**config.mk**
```make
export PLATFORM = sky130hd
export DESIGN_NAME = gray_decoder
export DESIGN_NICKNAME = d
export VERILOG_FILES = /design/src/rtl/gray_decoder.sv
export SDC_FILE = /design/constraint.sdc
export NUM_CORES = 1
export LEC_CHECK = 0
export CAP_MARGIN = 20
export CELL_PAD_IN_SITES_DETAIL_PLACEMENT = 0
export CELL_PAD_IN_SITES_GLOBAL_PLACEMENT = 1
export CORE_AREA = 10 10 59 61
export CTS_CLUSTER_SIZE = 24
export DETAILED_ROUTE_END_ITERATION = 6
export DIE_AREA = 0 0 69 71
export PLACE_DENSITY = 0.8
export SYNTH_ARGS = -nofsm -noshare
export SYNTH_HDL_FRONTEND = slang
export SYNTH_SLANG_ARGS = --single-unit
```
**constraint.sdc**
```tcl
create_clock -name Clk -period 4.8 [get_ports Clk]
set_input_delay 0.96 -clock Clk [delete_from_list [all_inputs] [get_ports Clk]]
set_output_delay 0.96 -clock Clk [all_outputs]
set_load 0.01 [all_outputs]
```
**src/rtl/gray_decoder.sv**
```systemverilog
// rtl/gray_decoder.sv - Gray-to-binary sampler with step/wrap tracking and illegal-transition detection
module gray_decoder #(
    parameter int W  = 3,
    parameter int CW = 4
) (
    input  logic          Clk,
    input  logic          Reset,
    input  logic          En,
    input  logic [W-1:0]  GrayIn,
    output logic [W-1:0]  Output,
    output logic          Step,
    output logic          Dir,
    output logic [CW-1:0] Wraps,
    output logic          Overflow,
    output logic          Error,
    output logic          Locked
);

    typedef enum logic [1:0] {
        S_UNLOCKED = 2'd0,
        S_TRACK    = 2'd1,
        S_FAULT    = 2'd2
    } state_t;

    localparam logic [W-1:0] MAX_B = {W{1'b1}};

    state_t        state_q, state_d;
    logic [W-1:0]  out_q, out_d;
    logic          step_q, step_d;
    logic          dir_q, dir_d;
    logic [CW-1:0] wraps_q, wraps_d;
    logic          ovf_q, ovf_d;
    logic          err_q, err_d;
    logic          locked_q, locked_d;

    logic [W-1:0]  nb;
    logic [W-1:0]  delta;
    logic          is_up;
    logic          is_dn;

    always_comb begin
        nb        = '0;
        nb[W-1]   = GrayIn[W-1];
        for (int i = W - 2; i >= 0; i--) begin
            nb[i] = nb[i+1] ^ GrayIn[i];
        end
    end

    // Output always holds the last accepted binary value, so it doubles as pb.
    assign delta = nb - out_q;
    assign is_up = (delta == {{(W-1){1'b0}}, 1'b1});
    assign is_dn = (delta == MAX_B);

    always_ff @(posedge Clk) begin
        if (Reset) begin
            state_q  <= S_UNLOCKED;
            out_q    <= '0;
            step_q   <= 1'b0;
            dir_q    <= 1'b0;
            wraps_q  <= '0;
            ovf_q    <= 1'b0;
            err_q    <= 1'b0;
            locked_q <= 1'b0;
        end else begin
            state_q  <= state_d;
            out_q    <= out_d;
            step_q   <= step_d;
            dir_q    <= dir_d;
            wraps_q  <= wraps_d;
            ovf_q    <= ovf_d;
            err_q    <= err_d;
            locked_q <= locked_d;
        end
    end

    always_comb begin
        state_d  = state_q;
        out_d    = out_q;
        step_d   = 1'b0;
        dir_d    = dir_q;
        wraps_d  = wraps_q;
        ovf_d    = ovf_q;
        err_d    = err_q;
        locked_d = locked_q;
        case (state_q)
            S_UNLOCKED: begin
                if (En) begin
                    out_d    = nb;
                    locked_d = 1'b1;
                    state_d  = S_TRACK;
                end
            end
            S_TRACK: begin
                if (En && (delta != '0)) begin
                    if (is_up) begin
                        out_d  = nb;
                        step_d = 1'b1;
                        dir_d  = 1'b1;
                        if (out_q == MAX_B) begin
                            wraps_d = wraps_q + 1'b1;
                            ovf_d   = 1'b1;
                        end
                    end else if (is_dn) begin
                        out_d  = nb;
                        step_d = 1'b1;
                        dir_d  = 1'b0;
                        if (out_q == '0) begin
                            wraps_d = wraps_q - 1'b1;
                        end
                    end else begin
                        err_d   = 1'b1;
                        state_d = S_FAULT;
                    end
                end
            end
            S_FAULT: begin
                state_d = S_FAULT;
            end
            default: begin
                state_d = S_UNLOCKED;
            end
        endcase
    end

    always_comb begin
        Output   = out_q;
        Step     = step_q;
        Dir      = dir_q;
        Wraps    = wraps_q;
        Overflow = ovf_q;
        Error    = err_q;
        Locked   = locked_q;
    end

endmodule

```
==> results of run 1 <==
layout make-up:
class | instances | area, µm² | share of cell area
Sequential cell | 14 | 280 | 0.255
Multi-Input combinational cell | 71 | 538 | 0.489
Tap cell | 30 | 37.5 | 0.0341
Timing Repair Buffer | 20 | 193 | 0.175
Clock buffer | 4 | 36.3 | 0.0330
Inverter | 4 | 15.0 | 0.0137
critical path, delay by kind of cell:
kind,cells,cell delay (ns)
xor gates and xnor gates,4,0.77
and+or+nand+nor,2,0.68
AOI/OAI and AO/OA,3,0.48
buffers and inverters,2,0.64
adders and majority gates,3,0.89
final timing paths:
check        startpoint       end  slack [ns]
min              Locked    Locked        0.48
max           GrayIn[2]  Wraps[3]        0.58
max reg2reg   Output[0]  Wraps[3]        1.88
min reg2reg      Locked    Locked        0.48
cell families (layout without fill, tap and decap cells):
family,after synthesis,after routing,share of synthesized area
DFF,14,14,0.332
xor gates and xnor gates,8,8,0.101
buffers and inverters,7,28,0.0311
AOI/OAI and AO/OA,16,16,0.132
adders and majority gates,7,7,0.121
and+or+nand+nor,34,34,0.212
muxes,6,6,0.0711
layout by cell type (no fill, tap or decap), types with 3 or more instances in the layout:
cell	count
buf_4	3
inv_1	4
ha_1	5
mux2i_1	6
clkbuf_4	3
a21oi_1	6
xor2_1	5
clkdlybuf4s50_1	17
nor2_1	15
nand2_1	5
dfxtp_1	14
power breakdown:
group          internal (µW)  leakage (µW)  switching, µW
Combinational            159      0.000314            157
Sequential               142      0.000114           22.4
Clock                   46.1     0.0000210           36.9
Total                    347      0.000450            216
state kept, by name, indices dropped and copies added (netlist names):
| name | flops |
|---|---|
| Dir | 1 |
| Error | 1 |
| Locked | 1 |
| Output | 3 |
| Overflow | 1 |
| Step | 1 |
| Wraps | 4 |
| state_q | 2 |
routing by layer:
metal,vias to the layer above,part of all wire
li1,355,-
met1,334,0.46
met2,14,0.49
met3,2,0.045
met4,0,0.0042
met5,-,0
stage by stage:
stage / hold slack (ns) / area, µm²
2_1_floorplan: 0.460 / 845
3_5_place_dp: 0.463 / 1060
6_report: 0.477 / 1100
3_3_place_gp: 0.456 / 1060
4_1_cts: 0.490 / 1100
5_1_grt: 0.520 / 1100
==> results_tabular.tex, run 1 <==
\begin{tabular}{lr}
\hline
Metric & Value \\
\hline
\multicolumn{2}{l}{\textbf{Hold path}} \\
\quad Cell depth of the worst min-delay path & 2 \\
\quad Worst min-delay path category & reg -> reg \\
\multicolumn{2}{l}{\textbf{Placement}} \\
\quad Number of placed instances with taps included & 139 \\
\quad Final weighted congestion in routability-driven placement & 0.734 \\
\quad Post-DP HPWL & 1.53 mm \\
\quad Setup slack at placement & 0.332 ns \\
\quad PortBufs & 17 \\
\multicolumn{2}{l}{\textbf{Detailed routing}} \\
\quad DRT Pass-1 Iters & 4 \\
\quad Number of remaining DRC errors & 0 \\
\quad Remaining number of nets flagged by the antenna check after routing & 0 \\
\quad Detailed-route via count & 705 \\
\quad Vias per std cell & 4.93 \\
\quad Detailed-route wire length per cell & 13.3 µm \\
\quad WL final & 1.90 mm \\
\quad Number of DRC markers in iteration 0 & 27 \\
\multicolumn{2}{l}{\textbf{CTS}} \\
\quad Number of buffers inserted for hold repair after clock tree synthesis & 0 \\
\quad Root Driver & clkbuf\_4 \\
\quad Post-CTS setup repair buffer count & 0 \\
\quad Inserted Clock Buffers & 3 \\
\quad Clock-pin slew of the registers on the worst-case setup and hold paths & 0.08 ns \\
\quad Htree depth & 1 \\
\quad CTS sink count & 14 \\
\quad TritonCTS clock tree & built \\
\quad Cells resized by post-CTS repair & 0 \\
\quad Clock latency reported for the late side of the worst-skew pair & 0.27 ns \\
\quad Clock Path Buffers & 2 \\
\multicolumn{2}{l}{\textbf{Yosys}} \\
\quad Post-Synthesis Net Count & 105 \\
\quad Cell type with the highest aggregate area in the netlist & dfxtp\_1 \\
\quad Average cell area after synthesis & 9.18 µm² \\
\quad Ys Warns & 0 \\
\quad Cell with the most instances after synthesis & nor2\_1 \\
\quad Unique masters post-synth & 32 \\
\quad Leading post-synthesis cells by instance count & nor2\_1 (15), dfxtp\_1 (14), a21oi\_1 (6), mux2i\_1 (6) \\
\quad Post-synthesis cell area & 845 µm² \\
\quad Synthesized netlist cell count & 92 \\
\quad Async set-reset flop share out of synthesis & 0 \\
\quad Number of enable flip-flop cells after synthesis & 0 \\
\quad Sequential cell area fraction in the yosys report & 0.332 \\
\quad Number of synthesized register bits & 14 \\
\quad Flip-flop cell with the highest count after synthesis & dfxtp\_1 \\
\quad Portion of synthesized cell area occupied by the leading cell type & 0.332 \\
\quad Area contributors post-synth & dfxtp\_1 (33\%), ha\_1 (7.4\%), mux2i\_1 (7.1\%) \\
\multicolumn{2}{l}{\textbf{Critical path}} \\
\quad Worst endpoint data arrival time & 4.41 ns \\
\quad Sort of element at the end of the critical path & flop \\
\quad Crit path max-delay cell type & clkdlybuf4s50\_1 \\
\quad Req. time, crit path & 5.00 ns \\
\quad Slowest stage delay, CP & 0.59 ns \\
\quad Kind of critical path & in -> reg \\
\quad Startpoint class of the critical path & input port \\
\quad Number of cell instances on the worst register-to-register path & 11 \\
\quad Critical path fanouts, max & 4 \\
\quad Cell-by-cell listing of the critical path & clkdlybuf4s50\_1 > xor2\_1 > xnor2\_1 > ha\_1 > inv\_1 > fa\_1 > xnor3\_2 > or3\_4 > ha\_1 > a21o\_1 > a21oi\_1 > xor2\_1 > or3\_1 > a21oi\_1 \\
\multicolumn{2}{l}{\textbf{Layout}} \\
\quad Post-layout nets & 127 \\
\quad Count of fill cells added during filler insertion & 255 \\
\quad Utilization of the core after routing & 0.461 \\
\quad Final cell count without fillers & 143 \\
\quad Diodes inserted & 0 \\
\quad Proportion of layout cells with a drive suffix above 1 & 0.124 \\
\quad Area growth syn-to-layout & 30.2\% \\
\multicolumn{2}{l}{\textbf{STA}} \\
\quad Clock period minus worst slack & 4.22 ns \\
\quad Worst Setup Slack, final & 0.584 ns \\
\quad Setup violations, final & 0 \\
\quad Setup repair after global routing missed its margin & false \\
\quad FMAX & 237 MHz \\
\quad Slew at the pin closest to its max-slew limit & 0.530 ns \\
\quad Number of slew-limit violations in the final report & 0 \\
\quad Setup TNS & 0 ns \\
\quad Final hold violations & 0 \\
\quad Setup Skew & 0.00397 ns \\
\quad Relative slew margins & 0.645 \\
\quad Part of the cycle the worst path needs & 0.878 \\
\multicolumn{2}{l}{\textbf{Global route}} \\
\quad Met2 track demand over resource & 0.134 \\
\quad Number of antenna violations at the first check in global routing & 0 \\
\quad Fraction of met3 tracks used by global routing & 0.0237 \\
\quad Met1 global-route usage & 0.0948 \\
\quad Highest-utilization routing layer at the global route stage & met2 \\
\quad Largest net degree at the start of global routing & 15 \\
\quad Number of global-route vias before repair & 700 \\
\quad Global-route wire length before repair & 3.33 mm \\
\quad Total congestion overflow after global routing & 0 \\
\quad Total global routing track utilization & 0.0806 \\
\multicolumn{2}{l}{\textbf{Outcome}} \\
\quad Result of the run & finished, final reports clean \\
\multicolumn{2}{l}{\textbf{Floorplan}} \\
\quad Chip Height & 71 µm \\
\quad Count of pins on the block boundary & 18 \\
\quad Total die area & 4900 µm² \\
\quad Placement Rows & 18 \\
\quad Effective utilization at floorplan & 0.354 \\
\quad Core region area & 2390 µm² \\
\quad Die width & 69 µm \\
\multicolumn{2}{l}{\textbf{Power}} \\
\quad Design Power & 563 µW \\
\quad Worst VDD drop & 0.236 mV \\
\quad Power density cells & 512 nW/µm² \\
\quad Leak pwr & 0.000450 µW \\
\multicolumn{2}{l}{\textbf{Run}} \\
\quad Max cap viols & 0 \\
\hline
\end{tabular}
No activity file was read; power rests on OpenSTA's default activity.
==> run 2, diff against run 1 <==
==> config.mk (replaced) <==
export PLATFORM = sky130hd
export DESIGN_NAME = gray_decoder
export DESIGN_NICKNAME = d
export VERILOG_FILES = /design/src/rtl/gray_decoder.sv
export SDC_FILE = /design/constraint.sdc
export NUM_CORES = 1
export LEC_CHECK = 0
export ABC_AREA = 1
export CAP_MARGIN = 20
export CELL_PAD_IN_SITES_DETAIL_PLACEMENT = 0
export CELL_PAD_IN_SITES_GLOBAL_PLACEMENT = 1
export CORE_AREA = 10 10 63 65
export CTS_CLUSTER_SIZE = 24
export DETAILED_ROUTE_END_ITERATION = 6
export DIE_AREA = 0 0 73 75
export PLACE_DENSITY = 0.79
export SETUP_SLACK_MARGIN = 0.5
export SYNTH_ARGS = -nofsm -noshare
export SYNTH_HDL_FRONTEND = slang
export SYNTH_SLANG_ARGS = --single-unit
==> run 2 against run 1 <==
Fmax up 4.9%; clock-buffer cell count unchanged; sequential power is essentially flat; global-route usage shrank 0.45 points; largest cell class unchanged; largest power group unchanged.
==> results_tabular.tex, run 2 <==
\begin{tabular}{lr}
\hline
Metric & Value \\
\hline
\multicolumn{2}{l}{\textbf{CTS}} \\
\quad Post-CTS setup repair buffer count & 0 \\
\quad Clock latency reported for the late side of the worst-skew pair & 0.28 ns \\
\quad Inserted Clock Buffers & 3 \\
\quad Number of buffers inserted for hold repair after clock tree synthesis & 0 \\
\quad Clock Path Buffers & 2 \\
\quad Clock-pin slew of the registers on the worst-case setup and hold paths & 0.09 ns \\
\quad TritonCTS clock tree & built \\
\quad Htree depth & 1 \\
\quad Root Driver & clkbuf\_4 \\
\quad CTS sink count & 14 \\
\multicolumn{2}{l}{\textbf{STA}} \\
\quad Clock period minus worst slack & 4.02 ns \\
\quad Number of slew-limit violations in the final report & 0 \\
\quad Setup violations, final & 0 \\
\quad Slew at the pin closest to its max-slew limit & 0.287 ns \\
\quad Setup Skew & 0.00355 ns \\
\quad Smallest hold slack & 0.473 ns \\
\quad Setup TNS & 0 ns \\
\quad Relative slew margins & 0.807 \\
\quad Final hold violations & 0 \\
\quad Setup repair after global routing missed its margin & false \\
\quad Part of the cycle the worst path needs & 0.837 \\
\quad FMAX & 249 MHz \\
\quad Worst Setup Slack, final & 0.780 ns \\
\multicolumn{2}{l}{\textbf{Critical path}} \\
\quad Last element of the critical path & Wraps[3] \\
\quad Startpoint class of the critical path & input port \\
\quad Critical path fanouts, max & 9 \\
\quad Worst endpoint data arrival time & 4.20 ns \\
\quad Kind of critical path & in -> reg \\
\quad Reg-to-reg slack, setup & 2.13 ns \\
\quad Req. time, crit path & 4.98 ns \\
\quad Number of cell instances on the worst register-to-register path & 16 \\
\quad End of the worst register-to-register path & Wraps[3] \\
\quad Launching element of the worst setup path & GrayIn[2] \\
\quad Sort of element at the end of the critical path & flop \\
\quad Crit Reg-Reg Startpoint & Output[0] \\
\multicolumn{2}{l}{\textbf{Layout}} \\
\quad Post-layout nets & 162 \\
\quad Proportion of layout cells with a drive suffix above 1 & 0.189 \\
\quad Final cell count without fillers & 179 \\
\quad Number of flip-flops in the largest register & 4 \\
\quad Diodes inserted & 0 \\
\quad Most common cell after layout, fill and taps aside & nand2\_1 \\
\quad Area growth syn-to-layout & 26.5\% \\
\quad Commonest cells after routing, fill and taps aside & nand2\_1 (24), nor2\_1 (20), clkdlybuf4s50\_1 (17) \\
\multicolumn{2}{l}{\textbf{Yosys}} \\
\quad Cell type with the highest aggregate area in the netlist & dfxtp\_1 \\
\quad Average cell area after synthesis & 7.52 µm² \\
\quad Async set-reset flop share out of synthesis & 0 \\
\quad Portion of synthesized cell area occupied by the leading cell type & 0.294 \\
\quad Number of enable flip-flop cells after synthesis & 0 \\
\quad Post-Synthesis Net Count & 140 \\
\quad Synthesized netlist cell count & 127 \\
\quad Area contributors post-synth & dfxtp\_1 (29\%), nand2\_1 (9.4\%), nor2\_1 (7.9\%) \\
\quad Sequential cell area fraction in the yosys report & 0.294 \\
\quad Post-synthesis cell area & 955 µm² \\
\quad Leading post-synthesis cells by instance count & nand2\_1 (24), nor2\_1 (20), dfxtp\_1 (14) \\
\quad Number of synthesized register bits & 14 \\
\quad Unique masters post-synth & 24 \\
\quad Ys Warns & 0 \\
\quad Flip-flop cell with the highest count after synthesis & dfxtp\_1 \\
\quad Cell with the most instances after synthesis & nand2\_1 \\
\multicolumn{2}{l}{\textbf{Floorplan}} \\
\quad Effective utilization at floorplan & 0.352 \\
\quad Count of pins on the block boundary & 18 \\
\quad Die width & 73 µm \\
\quad Total die area & 5480 µm² \\
\quad Chip Height & 75 µm \\
\quad Placement Rows & 19 \\
\quad Core region area & 2710 µm² \\
\multicolumn{2}{l}{\textbf{Global route}} \\
\quad Number of antenna violations at the first check in global routing & 0 \\
\quad Largest net degree at the start of global routing & 10 \\
\quad Total congestion overflow after global routing & 0 \\
\quad Number of global-route vias before repair & 779 \\
\quad Global-route wire length before repair & 3.35 mm \\
\quad Total global routing track utilization & 0.0761 \\
\multicolumn{2}{l}{\textbf{Detailed routing}} \\
\quad Remaining number of nets flagged by the antenna check after routing & 0 \\
\quad Detailed-route via count & 830 \\
\quad DRT Pass-1 Iters & 4 \\
\quad WL final & 1.96 mm \\
\quad Detailed-route wire length per cell & 10.9 µm \\
\quad Number of DRC markers in iteration 0 & 16 \\
\quad Number of remaining DRC errors & 0 \\
\quad Vias per std cell & 4.64 \\
\multicolumn{2}{l}{\textbf{Outcome}} \\
\quad Result of the run & finished, final reports clean \\
\multicolumn{2}{l}{\textbf{Placement}} \\
\quad Final weighted congestion in routability-driven placement & 0.725 \\
\quad Number of placed instances with taps included & 175 \\
\quad Post-DP HPWL & 1.62 mm \\
\quad Setup slack at placement & 0.414 ns \\
\quad PortBufs & 17 \\
\multicolumn{2}{l}{\textbf{Power}} \\
\quad Leak pwr & 0.000566 µW \\
\quad Power density cells & 511 nW/µm² \\
\quad Worst VDD drop & 0.243 mV \\
\multicolumn{2}{l}{\textbf{Hold path}} \\
\quad Critical hold path startpoint & Dir \\
\quad Worst min-delay path category & reg -> reg \\
\multicolumn{2}{l}{\textbf{Run}} \\
\quad Max cap viols & 0 \\
\hline
\end{tabular}
run 2: worst min path at each step:
| stage | depth (start not counted) | end |
|---|---|---|
| finish | 2 | Dir |
| CTS | 2 | Dir |
| global placement | 2 | Overflow |
| global route | 2 | Overflow |
| floorplan | 2 | state_q[1] |
| detailed placement | 2 | Dir |
run 2: area by class of cell:
cell class / count / area, µm²
Inverter: 17 / 63.8
Tap cell: 31 / 38.8
Timing Repair Buffer: 17 / 170
Sequential cell: 14 / 280
Multi-Input combinational cell: 96 / 618
Fill cell: 287 / 1500
Clock buffer: 4 / 36.3
run 2: cells by family (layout without fill, tap and decap cells):
family | count (synthesis) | in the layout | synth area share
compound gates | 12 | 12 | 0.0760
xor+xnor | 3 | 3 | 0.0275
fa+ha+maj | 7 | 7 | 0.107
buf+inv | 17 | 38 | 0.0668
flops | 14 | 14 | 0.294
simple gates | 74 | 74 | 0.429
run 2: per-stage QoR:
step	power [µW]	util	area, µm²
after floorplan	446	-	955
after global placement	526	0.429	1160
after detailed placement	538	0.429	1160
after CTS	627	0.443	1200
after global routing	677	0.446	1210
final	617	0.446	1210
run 2: power by group:
| part | internal (µW) | switching [µW] | total (µW) |
|---|---|---|---|
| combinational | 145 | 223 | 368 |
| sequential | 141 | 23.6 | 165 |
| clock | 46.1 | 37.9 | 84.0 |
| total | 333 | 284 | 617 |
run 2: timing repair:
action | CTS | global route
hold endpoints to repair | 0 | 0
setup endpoints to repair | 0 | 1
gates resized for setup | 0 | 1
run 2: routing by layer:
layer	part of all wire	global-route usage	routed length, µm	vias to the layer above
li1	-	-	-	447
met1	0.44	0.0796	857	371
met2	0.51	0.135	1000	8
met3	0.040	0.0315	78	4
met4	0.0097	0.0253	19	0
met5	0	0	0	-
run 2: critical path: stages:
cell and delay [ns]:
clkdlybuf4s50_1 0.60, xor2_2 0.24, xor2_1 0.21, inv_1 0.07, ha_1 0.17, inv_1 0.06, fa_1 0.45, nor2_1 0.21
nand3_4 0.19, ha_1 0.36, a21oi_1 0.19, nand3b_1 0.12, nand2_1 0.08, nand2_1 0.05, nand2_1 0.06, nand3_1 0.07
nand2_1 0.06, nor2_1 0.04
